$ cat config.mk
export PLATFORM = sky130hd
export DESIGN_NAME = sha256_msg_sequencer
export DESIGN_NICKNAME = d
export VERILOG_FILES = /design/src/rtl/sha256_msg_sequencer.sv
export SDC_FILE = /design/constraint.sdc
export NUM_CORES = 2
export LEC_CHECK = 0
export BUFFER_PORTS_ARGS = -buffer_cell sky130_fd_sc_hd__buf_2
export CORE_AREA = 2 2 707 709
export CTS_CLUSTER_SIZE = 30
export DETAILED_ROUTE_END_ITERATION = 7
export DIE_AREA = 0 0 709 711
export SYNTH_ARGS = -nofsm -noshare
export SYNTH_HDL_FRONTEND = slang
export SYNTH_SLANG_ARGS = --single-unit
$ cat constraint.sdc
create_clock -name clk -period 2.62 [get_ports clk]
set_input_delay 0.524 -clock clk [delete_from_list [all_inputs] [get_ports clk]]
set_output_delay 0.524 -clock clk [all_outputs]
set_load 0.005 [all_outputs]
$ cat src/rtl/sha256_msg_sequencer.sv
// Multi-block SHA-256 message controller: feeds padded blocks to sha256_core,
// chains intermediate hashes, and presents the final digest on a valid/ready port.
module sha256_msg_sequencer #(
    parameter int unsigned TIMEOUT_CYCLES = 1023,
    parameter int unsigned CNT_W          = 16
) (
    input  logic               clk,
    input  logic               rst,
    input  logic               blk_valid,
    output logic               blk_ready,
    input  logic [511:0]       blk_data,
    input  logic               blk_last,
    output logic               core_start,
    output logic [511:0]       core_block,
    output logic [255:0]       core_hash_init,
    output logic               core_use_init,
    input  logic [255:0]       core_hash_out,
    input  logic               core_ready,
    output logic [255:0]       digest,
    output logic               digest_valid,
    input  logic               digest_ready,
    output logic               busy,
    output logic               err,
    output logic [CNT_W-1:0]   block_count
);

    localparam int unsigned WD_W = (TIMEOUT_CYCLES > 1) ? $clog2(TIMEOUT_CYCLES + 1) : 1;
    localparam logic [WD_W-1:0] WD_LAST = WD_W'(TIMEOUT_CYCLES - 1);

    typedef enum logic [2:0] {
        S_IDLE,
        S_ARM,
        S_RUN,
        S_CAPT,
        S_OUT,
        S_ERR
    } state_t;

    state_t          r_state;
    logic            r_first;
    logic            r_last;
    logic [WD_W-1:0] r_wdog;
    logic            w_accept;
    logic            w_wd_expire;

    assign w_accept    = blk_valid && blk_ready;
    assign w_wd_expire = (r_wdog == WD_LAST);

    always_ff @(posedge clk) begin
        if (rst) begin
            r_state        <= S_IDLE;
            r_first        <= 1'b1;
            r_last         <= 1'b0;
            r_wdog         <= '0;
            blk_ready      <= 1'b0;
            core_start     <= 1'b0;
            core_block     <= '0;
            core_hash_init <= '0;
            core_use_init  <= 1'b0;
            digest         <= '0;
            digest_valid   <= 1'b0;
            busy           <= 1'b0;
            err            <= 1'b0;
            block_count    <= '0;
        end else begin
            case (r_state)
                S_IDLE: begin
                    if (w_accept) begin
                        core_block    <= blk_data;
                        r_last        <= blk_last;
                        core_use_init <= !r_first;
                        core_start    <= 1'b1;
                        blk_ready     <= 1'b0;
                        busy          <= 1'b1;
                        r_wdog        <= '0;
                        r_state       <= S_ARM;
                    end else begin
                        blk_ready <= !digest_valid && !err;
                    end
                end

                // ready may still be high from the previous block; wait for the core to drop it
                S_ARM, S_RUN: begin
                    if (w_wd_expire) begin
                        core_start   <= 1'b0;
                        err          <= 1'b1;
                        blk_ready    <= 1'b0;
                        digest_valid <= 1'b0;
                        r_state      <= S_ERR;
                    end else begin
                        r_wdog <= r_wdog + WD_W'(1);
                        if (r_state == S_ARM && !core_ready) begin
                            r_state <= S_RUN;
                        end else if (r_state == S_RUN && core_ready) begin
                            core_start <= 1'b0;
                            r_state    <= S_CAPT;
                        end
                    end
                end

                S_CAPT: begin
                    core_hash_init <= core_hash_out;
                    block_count    <= block_count + CNT_W'(1);
                    if (r_last) begin
                        digest       <= core_hash_out;
                        digest_valid <= 1'b1;
                        r_first      <= 1'b1;
                        r_state      <= S_OUT;
                    end else begin
                        r_first   <= 1'b0;
                        blk_ready <= 1'b1;
                        busy      <= 1'b0;
                        r_state   <= S_IDLE;
                    end
                end

                S_OUT: begin
                    if (digest_ready) begin
                        digest_valid <= 1'b0;
                        block_count  <= '0;
                        blk_ready    <= 1'b1;
                        busy         <= 1'b0;
                        r_state      <= S_IDLE;
                    end
                end

                S_ERR: begin
                    core_start   <= 1'b0;
                    blk_ready    <= 1'b0;
                    digest_valid <= 1'b0;
                    err          <= 1'b1;
                end

                default: r_state <= S_IDLE;
            endcase
        end
    end

endmodule

==> results.json <==
{
  "status": "completed",
  "synth_edf_count": 0,
  "worstHoldStart": "blk_data[303]",
  "endpoint_kind": "output pin",
  "post-cts-setup-buffers": 0,
  "worstPathMaxFanout": 2,
  "nets": 7918,
  "powerDensity_mw_per_mm2": 763,
  "dp_hpwl_um": 349000,
  "routabilityCongestion": 1.01,
  "synth_top_area_share": 0.580,
  "via_count": 45200,
  "syn-cell-area_mm2": 0.0366,
  "r2r_cells": 8,
  "cp-start-kind": "flop",
  "routed_via_density": 3.24,
  "portBuffers": 1819,
  "synth_compound_area_frac": 0.149,
  "groute.usage.overall": 0.152,
  "postCtsHoldBufs": 704,
  "crit_required_ps": 2100,
  "min_period_over_period": 0.900,
  "cts-resized-gates": 0,
  "synthAdderAreaFrac": 0.00102,
  "timing.setup.tns_ps": 0,
  "crit_type": "reg2out",
  "antenna_left": 0,
  "worst_pin_slew_ps": 806,
  "hold_path_class": "in2reg",
  "fillers": 57000,
  "drtIter0Drc": 4512,
  "timing.hold.ws_ps": 75.9,
  "clock_latency_ps": 880,
  "die_area_mm2": 0.504,
  "max_freq_mhz": 424,
  "dp.cells": 12900,
  "synth-xor-area-share": 0.00383,
  "boundaryPins": 1820,
  "muxShareOfSynthArea": 0.000854,
  "area_delta_synth_final_pct": 81.5,
  "grt_pass1_vias": 42000,
  "p_int_mw": 33.4,
  "yosysSeqAreaShare": 0.580,
  "htreeDepth": 4,
  "path_cells": "buf_2",
  "final_cell_mix": "nand2_1 (2061), buf_2 (1818), dfxtp_1 (1061)",
  "clkTransAtPathRegs_ps": 60,
  "seq_power_share": 0.359,
  "hold_depth": 3,
  "layout_commonest_cell": "nand2_1",
  "hold_viol_final": 0,
  "reg2reg_to": "core_block[340]$_SDFFE_PP0P_",
  "wl_um": 402000,
  "die_y_um": 711,
  "antenna_found_initial": 246,
  "yosys.area_share.simple": 0.225,
  "avgSynthCellArea_um2": 7.84,
  "drc_errors": 0,
  "synthCells": 4669,
  "dieWidth_um": 709,
  "clkSinkCount": 1061,
  "syn_nets": 5446,
  "max_stage_delay_ps": 760,
  "min_to": "core_block[303]$_SDFFE_PP0P_",
  "synthTopCellsByArea": "dfxtp_1 (58%), nand2_1 (21%), a21oi_1 (14%)",
  "synth_cell_types": 47,
  "tritoncts": "yes",
  "start_util": 0.0738,
  "coreArea_mm2": 0.496,
  "yosys.area.top_type": "dfxtp_1",
  "drv_slew": 0,
  "reg2reg_slack_ps": 500,
  "slowest_stage": "dfxtp_1",
  "setup_violations": 0,
  "rsz0062_at_grt": "no",
  "power.combinational.fraction": 0.222,
  "grt_max_degree": 140,
  "r2r_start": "r_state[0]$_SDFFE_PP0P_",
  "finClkSkew_ps": 107,
  "power_leakage_nw": 26.4,
  "critPathTopFamily": "flip-flops",
  "power.share.clock": 0.418,
  "layout_min_cycle_time_ps": 2360,
  "yosys_most_used_dff": "dfxtp_1",
  "drt_pass1_iterations": 6,
  "yosysWarnings": 0,
  "ys_ff_latch": 1061,
  "fin_cells": 13900,
  "ys_async_sr_fraction": 0,
  "switching_power_mw": 17.4,
  "fp-row-count": 259,
  "path_buf_inv": 1,
  "synth_top_family_by_area": "simple AND/OR/NAND/NOR gates",
  "grt_pass1_wl_um": 491000,
  "cts_buffer_depth": 4,
  "cap_violations": 0,
  "sw_frac_of_total": 0.342,
  "cts_buffers": 149,
  "wl_per_cell_um": 28.8,
  "ir_worst_vdd_v": 0.000530,
  "slew_headroom": 0.463,
  "drive_gt1_frac": 0.306,
  "worstPathArrival_ps": 1830,
  "root_buffer": "clkbuf_16",
  "overflow": 0
}
-- logic make-up (layout without fill, tap and decap cells) --
family	count (synthesis)	count (layout)
DFF	1061	1061
adders and majority gates	3	3
and+or+nand+nor	2153	2153
AOI/OAI and AO/OA	1072	1072
other	0	37
muxes	3	3
xor gates and xnor gates	16	16
buffers and inverters	361	2945
-- power groups by stage --
stage               Combinational [mW]  Sequential, mW  Clock [mW]
floorplan                         3.40            18.5           0
global placement                  10.5            18.5           0
detailed placement                10.5            18.5           0
CTS                               11.6            18.2        21.8
global route                      12.2            18.3        22.4
finish                            11.3            18.2        21.2
-- worst max-delay path by stage --
stage | from | end | slack (ps) | depth (start not counted)
2_1_floorplan | digest_ready | block_count[15]$_SDFFE_PP0P_ | 750 | 5
3_3_place_gp | r_last$_SDFFE_PP0P_ | digest[191]$_SDFFE_PP0P_ | 380 | 5
3_5_place_dp | r_last$_SDFFE_PP0P_ | digest[191]$_SDFFE_PP0P_ | 350 | 5
4_1_cts | core_hash_init[4]$_SDFFE_PP0N_ | core_hash_init[4] | 60 | 1
5_1_grt | block_count[0]$_SDFFE_PP0P_ | block_count[0] | 100 | 1
6_report | core_block[253]$_SDFFE_PP0P_ | core_block[253] | 260 | 1
-- state kept, by name, summed over array words and instances (netlist names) --
register        cells
core_use_init       1
r_wdog             10
core_hash_init    256
err                 1
core_block        512
core_start          1
r_last              1
digest_valid        1
r_first             1
busy                1
blk_ready           1
digest            256
block_count        16
r_state             3
-- per-stage QoR --
stage / util / setup WS [ps] / instance area [µm²] / power [mW]
floorplan: - / 752 / 36600 / 21.9
global placement: 0.110 / 379 / 54400 / 29.0
detailed placement: 0.110 / 352 / 54400 / 29.0
CTS: 0.134 / 56.1 / 66400 / 51.6
global route: 0.134 / 96.5 / 66400 / 52.9
finish: 0.134 / 262 / 66500 / 50.7
-- area by class of cell --
cell class,count,area (µm²),area share
sequential,1061,21200,0.320
clock buffer,194,4130,0.0622
multi-input combinational,3247,13900,0.210
antenna,37,92.6,0.00139
inverter,7,26.3,0.000395
tap,6655,8330,0.125
clock inverter,69,808,0.0122
timing repair buffer,2675,17900,0.269
-- worst register-to-register path, stage by stage (launching register included) --
cell     delay, ps
dfxtp_1        340
nor2_1         240
and3_1         220
nor2b_4        220
buf_12         230
buf_12         260
buf_12         290
nand2_1        150
a21oi_1        140
-- Yosys cell counts (5+ instances only) --
master	number
or3_1	9
nand3_1	8
buf_2	65
buf_4	11
nand2_1	2062
xor2_1	10
xnor2_1	6
inv_1	7
a211oi_1	8
dfxtp_1	1061
buf_1	29
nand2b_1	9
a21oi_1	1036
and3_1	6
nor2_1	37
nor3_1	5
clkbuf_1	248
o21ai_0	9
-- layer usage --
metal,GRT usage,part of all wire,vias to the layer above
li1,-,-,20100
met1,0.174,0.38,21700
met2,0.244,0.45,2617
met3,0.0794,0.14,691
met4,0.0446,0.038,86
met5,0,0.0014,-
Power figures use the tool's default switching activity.
